File: src/rtl/axi_rd_pkg.sv
// Shared constants for the AXI read arbiter: default IDs, AR FSM states,
// fixed AXI burst attributes and grant encodings.
package axi_rd_pkg;

   localparam logic [3:0] INST_ID_DEF = 4'd0;
   localparam logic [3:0] DATA_ID_DEF = 4'd1;

   localparam logic [1:0] BURST_INCR  = 2'b01;
   localparam logic [2:0] SIZE_WORD   = 3'b010;
   localparam logic [7:0] LEN_SINGLE  = 8'd0;

   // Grant vector layout: bit 0 = instruction, bit 1 = data
   localparam logic [1:0] GNT_NONE    = 2'b00;
   localparam logic [1:0] GNT_INST    = 2'b01;
   localparam logic [1:0] GNT_DATA    = 2'b10;

   typedef enum logic {
      S_IDLE = 1'b0,
      S_AR   = 1'b1
   } ar_state_e;

   function automatic logic [2:0] ar_size_sel(input logic       i_is_data,
                                              input logic [2:0] i_data_size);
      return i_is_data ? i_data_size : SIZE_WORD;
   endfunction

endpackage

File: src/rtl/axi_rd_grant.sv
// Two-way grant selector for the AXI read arbiter. With ARB_RR_EN defined,
// contention alternates via last_grant; otherwise data always wins.
module axi_rd_grant
   import axi_rd_pkg::*;
(
`ifdef ARB_RR_EN
   input  logic       clk,
   input  logic       rst,
   input  logic       i_take,
`endif
   input  logic       i_inst_elig,
   input  logic       i_data_elig,
   output logic [1:0] o_grant
);

   logic w_both;

   assign w_both = i_inst_elig & i_data_elig;

`ifdef ARB_RR_EN
   // r_last_grant = 1 means data won the most recent contention
   logic r_last_grant;

   // Winner selection: alternate on contention, otherwise the sole eligible requester
   always_comb begin
      o_grant = GNT_NONE;
      if (w_both) begin
         o_grant = r_last_grant ? GNT_INST : GNT_DATA;
      end else begin
         o_grant = {i_data_elig, i_inst_elig};
      end
   end

   // Only contended grants move the round-robin pointer
   always_ff @(posedge clk or posedge rst) begin
      if (rst) begin
         r_last_grant <= 1'b0;
      end else if (i_take && w_both) begin
         r_last_grant <= ~r_last_grant;
      end else begin
         r_last_grant <= r_last_grant;
      end
   end
`else
   // Fixed priority: loads beat instruction fetches
   always_comb begin
      o_grant = GNT_NONE;
      if (w_both) begin
         o_grant = GNT_DATA;
      end else begin
         o_grant = {i_data_elig, i_inst_elig};
      end
   end
`endif

endmodule

File: src/rtl/axi_rd_arbiter.sv
// Shares one AXI AR/R channel pair between the fetch and memory stages, one
// outstanding read per requester. Define ARB_RR_EN for round-robin contention.
module axi_rd_arbiter
   import axi_rd_pkg::*;
#(
   parameter logic [3:0]  INST_ID = INST_ID_DEF,
   parameter logic [3:0]  DATA_ID = DATA_ID_DEF,
   parameter int unsigned ADDR_W  = 32
) (
   input  logic              clk,
   input  logic              rst,

   input  logic              inst_req,
   input  logic [ADDR_W-1:0] inst_addr,
   output logic              inst_addr_ok,
   input  logic              inst_rready,
   output logic              inst_data_ok,
   output logic [31:0]       inst_rdata,

   input  logic              data_req,
   input  logic [ADDR_W-1:0] data_addr,
   input  logic [2:0]        data_size,
   output logic              data_addr_ok,
   input  logic              data_rready,
   output logic              data_data_ok,
   output logic [31:0]       data_rdata,

   output logic [3:0]        arid,
   output logic [ADDR_W-1:0] araddr,
   output logic [7:0]        arlen,
   output logic [2:0]        arsize,
   output logic [1:0]        arburst,
   output logic              arvalid,
   input  logic              arready,

   input  logic [3:0]        rid,
   input  logic [31:0]       rdata,
   input  logic [1:0]        rresp,
   input  logic              rlast,
   input  logic              rvalid,
   output logic              rready
);

   ar_state_e         r_state;
   logic              r_inst_pend;
   logic              r_data_pend;
   logic              r_arvalid;
   logic [3:0]        r_arid;
   logic [ADDR_W-1:0] r_araddr;
   logic [2:0]        r_arsize;

   logic              w_inst_elig;
   logic              w_data_elig;
   logic              w_idle;
   logic [1:0]        w_grant;
   logic              w_gnt_inst;
   logic              w_gnt_data;
   logic              w_rid_inst;
   logic              w_rid_data;
   logic              w_orphan;
   logic              w_rready;
   logic              w_inst_hs;
   logic              w_data_hs;
   logic              w_unused_rsp;

   assign w_inst_elig = inst_req & ~r_inst_pend;
   assign w_data_elig = data_req & ~r_data_pend;
   assign w_idle      = (r_state == S_IDLE);

   axi_rd_grant u_grant (
`ifdef ARB_RR_EN
      .clk         (clk),
      .rst         (rst),
      .i_take      (w_idle),
`endif
      .i_inst_elig (w_inst_elig),
      .i_data_elig (w_data_elig),
      .o_grant     (w_grant)
   );

   // Grants only exist in S_IDLE and never while reset is asserted
   assign w_gnt_inst = w_idle & w_grant[0] & ~rst;
   assign w_gnt_data = w_idle & w_grant[1] & ~rst;

   // Beats whose RID matches no pending owner are drained as orphans
   assign w_rid_inst = (rid == INST_ID) & r_inst_pend;
   assign w_rid_data = (rid == DATA_ID) & r_data_pend;
   assign w_orphan   = ~w_rid_inst & ~w_rid_data;
   assign w_rready   = ~rst & ((w_rid_inst & inst_rready) |
                               (w_rid_data & data_rready) |
                               w_orphan);
   assign w_inst_hs  = rvalid & w_rready & w_rid_inst;
   assign w_data_hs  = rvalid & w_rready & w_rid_data;

   assign w_unused_rsp = ^{rresp, rlast};

   // AR channel FSM with registered AXI address outputs
   always_ff @(posedge clk or posedge rst) begin
      if (rst) begin
         r_state   <= S_IDLE;
         r_arvalid <= 1'b0;
         r_arid    <= 4'd0;
         r_araddr  <= '0;
         r_arsize  <= 3'd0;
      end else begin
         case (r_state)
            S_IDLE: begin
               if (w_gnt_inst || w_gnt_data) begin
                  r_arvalid <= 1'b1;
                  r_arid    <= w_gnt_data ? DATA_ID : INST_ID;
                  r_araddr  <= w_gnt_data ? data_addr : inst_addr;
                  r_arsize  <= ar_size_sel(w_gnt_data, data_size);
                  r_state   <= S_AR;
               end else begin
                  r_state   <= S_IDLE;
               end
            end
            S_AR: begin
               if (arready) begin
                  r_arvalid <= 1'b0;
                  r_state   <= S_IDLE;
               end else begin
                  r_state   <= S_AR;
               end
            end
            default: begin
               r_arvalid <= 1'b0;
               r_state   <= S_IDLE;
            end
         endcase
      end
   end

   // Outstanding-read flags: set on grant, cleared on the owner's R handshake
   always_ff @(posedge clk or posedge rst) begin
      if (rst) begin
         r_inst_pend <= 1'b0;
         r_data_pend <= 1'b0;
      end else begin
         if (w_gnt_inst) begin
            r_inst_pend <= 1'b1;
         end else if (w_inst_hs) begin
            r_inst_pend <= 1'b0;
         end else begin
            r_inst_pend <= r_inst_pend;
         end
         if (w_gnt_data) begin
            r_data_pend <= 1'b1;
         end else if (w_data_hs) begin
            r_data_pend <= 1'b0;
         end else begin
            r_data_pend <= r_data_pend;
         end
      end
   end

   assign inst_addr_ok = w_gnt_inst;
   assign data_addr_ok = w_gnt_data;
   assign inst_data_ok = w_inst_hs;
   assign data_data_ok = w_data_hs;
   assign inst_rdata   = rdata;
   assign data_rdata   = rdata;

   assign arid    = r_arid;
   assign araddr  = r_araddr;
   assign arlen   = LEN_SINGLE;
   assign arsize  = r_arsize;
   assign arburst = BURST_INCR;
   assign arvalid = r_arvalid;
   assign rready  = w_rready;

endmodule
File: config.mk
export PLATFORM = sky130hd
export DESIGN_NAME = axi_rd_arbiter
export DESIGN_NICKNAME = d
export VERILOG_FILES = /design/src/rtl/axi_rd_pkg.sv /design/src/rtl/axi_rd_grant.sv /design/src/rtl/axi_rd_arbiter.sv
export SDC_FILE = /design/constraint.sdc
export NUM_CORES = 1
export LEC_CHECK = 0
export ABC_AREA = 1
export ABC_CLOCK_PERIOD_IN_PS = 3600
export CAP_MARGIN = 10
export CORE_MARGIN = 3
export CORE_UTILIZATION = 31
export DETAILED_ROUTE_END_ITERATION = 8
export GPL_TIMING_DRIVEN = 0
export PLACE_DENSITY_LB_ADDON = 0.3
export REMOVE_ABC_BUFFERS = 1
export SLEW_MARGIN = 15
export SYNTH_ARGS = -nofsm -noshare
export SYNTH_HDL_FRONTEND = slang
export SYNTH_HIERARCHICAL = 1
export SYNTH_SLANG_ARGS = --single-unit
File: constraint.sdc
create_clock -name clk -period 3.6 [get_ports clk]
set_clock_uncertainty 0.1 [all_clocks]
set_input_delay 0.9 -clock clk [delete_from_list [all_inputs] [get_ports clk]]
set_output_delay 0.9 -clock clk [all_outputs]
set_load 0.05 [all_outputs]
==> impl_metrics.yaml <==
outcome:
  status: "finished clean"
synth:
  avgSynthCellArea_sq_um: 8.02
  synth_area_sq_um: 2450
  ys_seq_elements: 40
  synthDistinctLibCells: 19
  syn-instance-count: 306
  yosysWarnings: 6
  yosysSeqAreaShare_pct: 40.8
cells_and_area:
  design_area_sq_um: 3290
  finish.utilization_pct: 44.2
  nets: 470
  syn_to_final_growth_pct: 34.0
  n_antenna_cell: 0
  fillerInstances: 752
  final_cells: 456
  drive_gt1_share_pct: 5.32
timing:
  holdWs_ps: 378
  tightest_slew_ps: 523
  hold_violations: 0
  max_freq_mhz: 288
  period_needed_ps: 3470
  slew_violations: 0
  final.setup.tns_ps: 0
  setup_ws_ps: 131
  finalCritPeriodShare_pct: 96.4
  setup_viol: 0
  rsz0062_at_grt: "no"
  relSlewSlack_pct: 65.0
power_and_ir_drop:
  leakagePower_nw: 1.45
  power_frac_clock_pct: 11.1
  power.total_mw: 2.75
  power_switching_mw: 1.38
  powerDensity_nw_per_um2: 836
  seq_power_share_pct: 28.3
  ir_drop_v: 0.000420
  internal-power_mw: 1.37
  switching_share_pct: 50.1
  p_comb_share_pct: 60.6
floorplan:
  core_area_sq_um: 7450
  row_count: 31
  start_util_pct: 33.0
  die_area_sq_um: 9020
  die_h_um: 95.0
  ios: 233
  dieWidth_um: 95.0
detailed_routing:
  detail-route-antenna-nets: 0
  drt_iter0_drc: 66
  firstDrtPassIters: 4
  finalWirelength_mm: 9.38
  avgViaCountPerCell: 4.68
  via_count: 2134
  wl_per_cell_um: 20.6
  drc: 0
global_route:
  grtUsageMet1_pct: 20.4
  busiest_layer: "met2"
  grt-ovfl-total: 0
  grt_max_degree: 38
  grt_pass1_vias: 2106
  grt_use_total_pct: 20.5
  grt_util_met3_pct: 19.9
  use_met2_pct: 30.7
  antenna_found_initial: 0
  grt_pass1_wl_mm: 13.2
placement:
  gp_congestion: 0.759
  io_buffers: 120
  place_inst: 447
  dp_hpwl_mm: 7.44
  preCtsSetupSlack_ps: -876
  placedInstanceArea_sq_um: 3180
clocking:
  cts_tree: "yes"
  clkLatencyLatePin_ps: 280
  clk_pin_slew_ps: 80
  cts.htree.levels: 2
  clk_path_buf_depth: 2
  cts-buffers-inserted: 5
  cts.sinks: 40
  clockRootBuffer: "clkbuf_8"
critical_path:
  worstPathRequired_ps: 2600
  end_kind: "output pin"
  start_kind: "input port"
  worst-setup-path-type: "input port to output pin"
  crit_fanout: 23
  crit_arrival_ps: 2470
worst_hold_path:
  min_path_type: "flop to flop"
run:
  cap_violations: 0
[critical path: stages]
cell and delay [ps]:
clkdlybuf4s50_1 530, inv_6 110, buf_12 170, nand2_1 70
nor2_1 160, clkdlybuf4s15_1 520
[registers in the layout, summed over array words and instances (netlist names)]
name,cells
r_state,1
r_inst_pend,1
arsize,3
arvalid,1
arid,1
r_data_pend,1
araddr,32
[timing repair]
item	CTS	global route
endpoints found under the setup margin	5	4
setup buffers	1	0
hold buffers	0	0
resized for setup	19	7
[final timing paths]
path,start,end,slack (ps),cells after the start
max in group asynchronous,rst,araddr[22],2160,3
worst max register to register,r_data_pend,arsize[2],1580,5
min in group asynchronous,rst,r_data_pend,980,3
worst min-delay path,arid[0],arid[0],380,2
worst min register to register,arid[0],arid[0],380,2
worst max-delay path,rst,rready,130,6
[area by class of cell]
class,instances,area (sq um),area share [%]
repair buffers,122,1210,36.9
flip-flops and latches,40,1000,30.4
multi-input cells,172,786,23.9
well taps,99,124,3.77
clock buffers,8,90.1,2.74
inverters,15,76.3,2.32
[Yosys cell counts]
cell type | n | share of area [%]
a22o_1 | 2 | 0.71
buf_2 | 4 | 0.82
buf_4 | 85 | 26
clkbuf_1 | 1 | 0.15
conb_1 | 2 | 0.31
dfrtp_1 | 40 | 41
inv_1 | 13 | 2.0
inv_2 | 1 | 0.15
inv_4 | 1 | 0.26
nand2_1 | 43 | 6.6
nand2_2 | 1 | 0.26
nand2_4 | 2 | 0.92
nand3_1 | 4 | 0.82
nand4_1 | 1 | 0.26
nor2_1 | 39 | 6.0
nor2_4 | 1 | 0.46
o21ai_0 | 22 | 4.5
o21ai_1 | 43 | 8.8
o22a_1 | 1 | 0.36
[metal layers]
layer | vias up | wire length [um] | part of all wire, %
li1 | 987 | - | -
met2 | 183 | 4050 | 43
met3 | 9 | 2090 | 22
met1 | 953 | 3100 | 33
met4 | 2 | 89 | 0.95
met5 | - | 47 | 0.50
[power groups by stage]
stage          Combinational [mW]  Sequential, mW  Clock (mW)
4_1_cts                      1.69           0.781       0.321
3_5_place_dp                 1.67           0.785           0
5_1_grt                      1.77           0.807       0.341
3_3_place_gp                 1.66           0.777           0
6_report                     1.67           0.779       0.305
2_1_floorplan               0.371            1.47           0
[placed cells by master, fill, tap and decap left out]
master	count
dfrtp_1	40
o22a_1	1
inv_6	1
nand2_1	43
o21ai_1	43
clkbuf_8	6
buf_4	1
a22o_1	2
nand2_8	1
dlygate4sd2_1	1
clkbuf_1	2
nor2_1	38
inv_4	1
nand2_4	1
nand2_2	1
clkdlybuf4s50_1	115
nor2_2	1
o21ai_0	22
buf_12	1
nand3_1	4
nor2_4	1
inv_1	12
inv_12	1
conb_1	13
clkdlybuf4s15_1	1
nand4_1	1
buf_2	3
[kinds of logic (layout without fill, tap and decap cells)]
logic type             after synthesis  in the layout  synth area share (%)
DFF                                 40             40                  40.8
AOI/OAI and AO/OA                   68             68                  14.3
and+or+nand+nor                     91             91                  15.2
buffers and inverters              105            145                  29.4
other                                2             13                 0.306
No activity file was read; power rests on OpenSTA's default activity.
==> patch 1, RTL diff (same settings) <==
Set the parameter `ADDR_W` to 24 (it was 32).
--- a/src/rtl/axi_rd_arbiter.sv
+++ b/src/rtl/axi_rd_arbiter.sv
@@ -5,7 +5,7 @@
 #(
    parameter logic [3:0]  INST_ID = INST_ID_DEF,
    parameter logic [3:0]  DATA_ID = DATA_ID_DEF,
-   parameter int unsigned ADDR_W  = 32
+   parameter int unsigned ADDR_W  = 24
 ) (
    input  logic              clk,
    input  logic              rst,
Interface: changed (resized araddr, data_addr and inst_addr); port bits go from 233 to 209. The function was not compared with the original's and may differ.
==> patch 1 against the unedited design <==
  * Hold slack better by 0.00085 ns
  * Critical endpoint is now data_addr_ok
  * Maximum frequency increased by 1.9%
  * Total power is 19% lower
  * Area after synthesis down 14%
  * Wire length fell by 17%
  * Setup slack better by 0.065 ns
  * Register-to-register slack gained 0.07 ns
  * Count of clock-buffer cells in the layout decreased by 1
  * Clock power shrank 2%
  * Sequential cell count is 8 lower
  * Final area is 18% lower
==> patch 1: results (changes against the unedited design) <==
- M1 WL: 2800 um (-9.6%)
- Largest net degree at the start of global routing: 34 (-11%)
- Post-DP HPWL: 6210 um (-16%)
- Max reg flops: 24 (-25%)
- Seq/total area: 29.7% (-0.72 points)
- Multi-In Gates: 141 (-18%)
- Setup WS pre-CTS: -0.636 ns (+0.240 ns)
- Multi-input combinational area share: 24.0% (+0.11 points)
- CP arrival: 2.40 ns (-0.07 ns)
- Switching share of power: 49.2% (-0.95 points)
- Post-synthesis register bit count: 32 (-20%)
- Iter 0 DRT Violations: 54 (-18%)
- Via/cell ratio: 4.58 (-2.1%)
- Leakage: 1.20 nW (-17%)
- Max FO, Critical Path: 29 (+26%)
- Placer Congestion: 0.818 (+7.8%)
- Status: finished clean
- Signal buffers: 96 (-21%)
- WL met2: 3420 um (-16%)
- NonClk Buf Share: 35.7% (-1.1 points)
- Clock period minus final worst setup slack: 3.40 ns (-0.0654 ns)
- Clk cell area share: 3.57% (+0.84 points)
- GRT Util Overall: 19.7% (-0.82 points)
- Worst rel slew slack: 65.2% (+0.16 points)
- First-pass GRT wire length: 10,700 um (-19%)
- R2r endpoint: r_state
- Share of cells above drive strength 1: 6.55% (+1.2 points)
- Vias in the first global route: 1,720 (-18%)
- Post-synthesis sequential area ratio: 37.8% (-2.9 points)
- Synth top area cells: dfrtp_1 (38%), buf_4 (27%), o21ai_0 (7.1%), nand2_1 (6.4%), nor2_1 (5.7%)
- Fillcell total: 667 (-11%)
- Invs w/o clock: 14 (-1)
- R2R Setup Slk: 1.65 ns (+0.07 ns)
- CP Launch Point: data_req
-- patch 1: repair_timing --
item,4_1_cts,5_1_grt
setup endpoints to repair,5,4
hold endpoints to repair,0,0
gates cloned,0,1
gates resized for setup,14,10
setup buffers,0,0
-- patch 1: worst reg2reg max path, cell delays in order (launching register included) --
cell and delay [ns]:
dfrtp_1 0.41, nor2_2 0.25, nor2_1 0.10, nand2_2 0.13, nand2_4 0.18, inv_2 0.45
o21ai_0 0.18
-- patch 1: power groups by stage --
stage	combinational [mW]	clock [mW]	sequential, mW
floorplan	0.298	0	1.17
global placement	1.31	0	0.622
detailed placement	1.32	0	0.629
CTS	1.32	0.316	0.624
global route	1.41	0.337	0.646
finish	1.32	0.300	0.624
-- patch 1: per-stage QoR --
step | std cells | setup TNS, ns | instance area, um2 | hold WS [ns]
floorplan | 186 | -0.778 | 1480 | 0.364
global placement | 359 | -3.63 | 2540 | 0.355
detailed placement | 359 | -2.28 | 2540 | 0.367
CTS | 366 | 0 | 2650 | 0.383
global route | 367 | 0 | 2700 | 0.399
finish | 367 | 0 | 2700 | 0.379
-- patch 1: kinds of logic (layout without fill, tap and decap cells) --
logic type	Yosys count	after routing	share of synthesized area (%)
buffers and inverters	100	117	34.6
and+or+nand+nor	76	76	14.4
AOI/OAI and AO/OA	52	52	12.8
DFF	32	32	37.8
other	2	13	0.355
-- patch 1: worst max-delay path by stage --
stage                   endpoint  cells after the start
detailed placement  inst_data_ok                      7
floorplan           data_data_ok                      5
global route        data_addr_ok                      6
finish              data_addr_ok                      6
global placement    inst_data_ok                      7
CTS                 data_addr_ok                      5
-- patch 1: metal layers --
layer  global-route usage (%)  vias up
li1                         -      787
met1                     20.7      748
met2                     30.0      136
met3                     16.3        8
met4                     4.12        2
met5                     5.84        -
==> patch 2, RTL diff (same settings) <==
Made on the original files. Build with the macro `ARB_RR_EN` defined.
--- a/src/rtl/axi_rd_grant.sv
+++ b/src/rtl/axi_rd_grant.sv
@@ -1,5 +1,7 @@
 // Two-way grant selector for the AXI read arbiter. With ARB_RR_EN defined,
 // contention alternates via last_grant; otherwise data always wins.
+`define ARB_RR_EN
+
 module axi_rd_grant
    import axi_rd_pkg::*;
 (
Check against the original RTL: not equivalent (Yosys sat finds a counterexample within 4 cycles, from zero or initial values and one cycle with rst high).
==> patch 2 against the unedited design <==
  * Register-to-register slack got worse by 0.33 ns
  * Setup slack worse by 0.042 ns
  * Area after synthesis rose by 2.2%
  * Critical path type unchanged
  * Via count grew 1.9%
  * Core utilization down 1.1 points
  * Total power is 0.82% higher
  * Highest routed layer unchanged
  * Critical endpoint is now data_addr_ok
  * Global-route usage fell by 1.0 points
  * Sequential cell count rose by 1
  * Combinational power about the same
  * Final area increased by 2.3%
  * Sequential share of layout area is 0.065 points higher
  * Largest power group unchanged
  * Wire length decreased by 3.3%
==> patch 2: results (changes against the unedited design) <==
- WL/cell: 19.5 um (-5.3%)
- Met2 usage: 25.9% (-4.7 points)
- Critical R2R Launch: r_inst_pend
- Top post-synthesis cells by count: buf_4 (85), nand2_1 (45), o21ai_1 (43)
- Max FO, Critical Path: 35 (+52%)
- Critical Path End: data_addr_ok
- Via/cell ratio: 4.67 (-0.27%)
- Area occupied by multi-input gates: 822 um2 (+4.6%)
- Mapped Cells: 312 (+2.0%)
- Crit path largest cell delay: 0.47 ns (-0.06 ns)
- Fillcell total: 813 (+8.1%)
- WL met2: 3530 um (-13%)
- Met1 usage: 22.9% (+2.5 points)
- Share of cells above drive strength 1: 5.77% (+0.45 points)
- Fin crit share: 97.5% (+1.2 points)
- Seq/total area: 30.5% (+0.065 points)
- Reg2Reg Depth: 7 (+2)
- Setup WS pre-CTS: -1.20 ns (-0.321 ns)
- Largest net degree at the start of global routing: 37 (-2.6%)
- R2R Setup Slk: 1.25 ns (-0.33 ns)
- Grt met3 use: 17.5% (-2.4 points)
- Worst IR Drop VDD: 0.309 mV (-26%)
- Post-DP HPWL: 6740 um (-9.3%)
- CP arrival: 2.51 ns (+0.04 ns)
- Clk cell area share: 2.57% (-0.17 points)
- Post-synthesis sequential area ratio: 40.9% (+0.10 points)
- Vias after detailed routing: 2,175 (+1.9%)
- First-pass GRT wire length: 13,000 um (-1.4%)
- GRT Util Overall: 19.5% (-1.0 points)
- Status: finished clean
- Multi-In Gates: 178 (+3.5%)
- Final Net Count: 478 (+1.7%)
- Switching share of power: 50.1% (-0.057 points)
[patch 2: metrics by stage]
stage | hold slack [ns] | utilization, % | TNS, ns | area, um2
final | 0.383 | 43.1 | 0 | 3360
after global routing | 0.414 | 43.1 | 0 | 3360
after CTS | 0.385 | 43.0 | 0 | 3360
after detailed placement | 0.366 | 41.5 | -2.63 | 3240
after global placement | 0.354 | 41.3 | -5.54 | 3220
after floorplan | 0.364 | - | -1.12 | 1890
[patch 2: power by group through the flow]
stage / clock (mW) / sequential [mW] / combinational [mW]
floorplan: 0 / 1.49 / 0.367
global placement: 0 / 0.797 / 1.66
detailed placement: 0 / 0.802 / 1.67
CTS: 0.322 / 0.799 / 1.68
global route: 0.343 / 0.829 / 1.78
finish: 0.307 / 0.799 / 1.67
[patch 2: timing repair]
item,CTS,global route
endpoints found under the hold margin,0,0
hold buffers,0,0
cloned,1,0
endpoints found under the setup margin,5,5
resized for setup,19,6
setup buffers,1,0
pin swaps,1,0
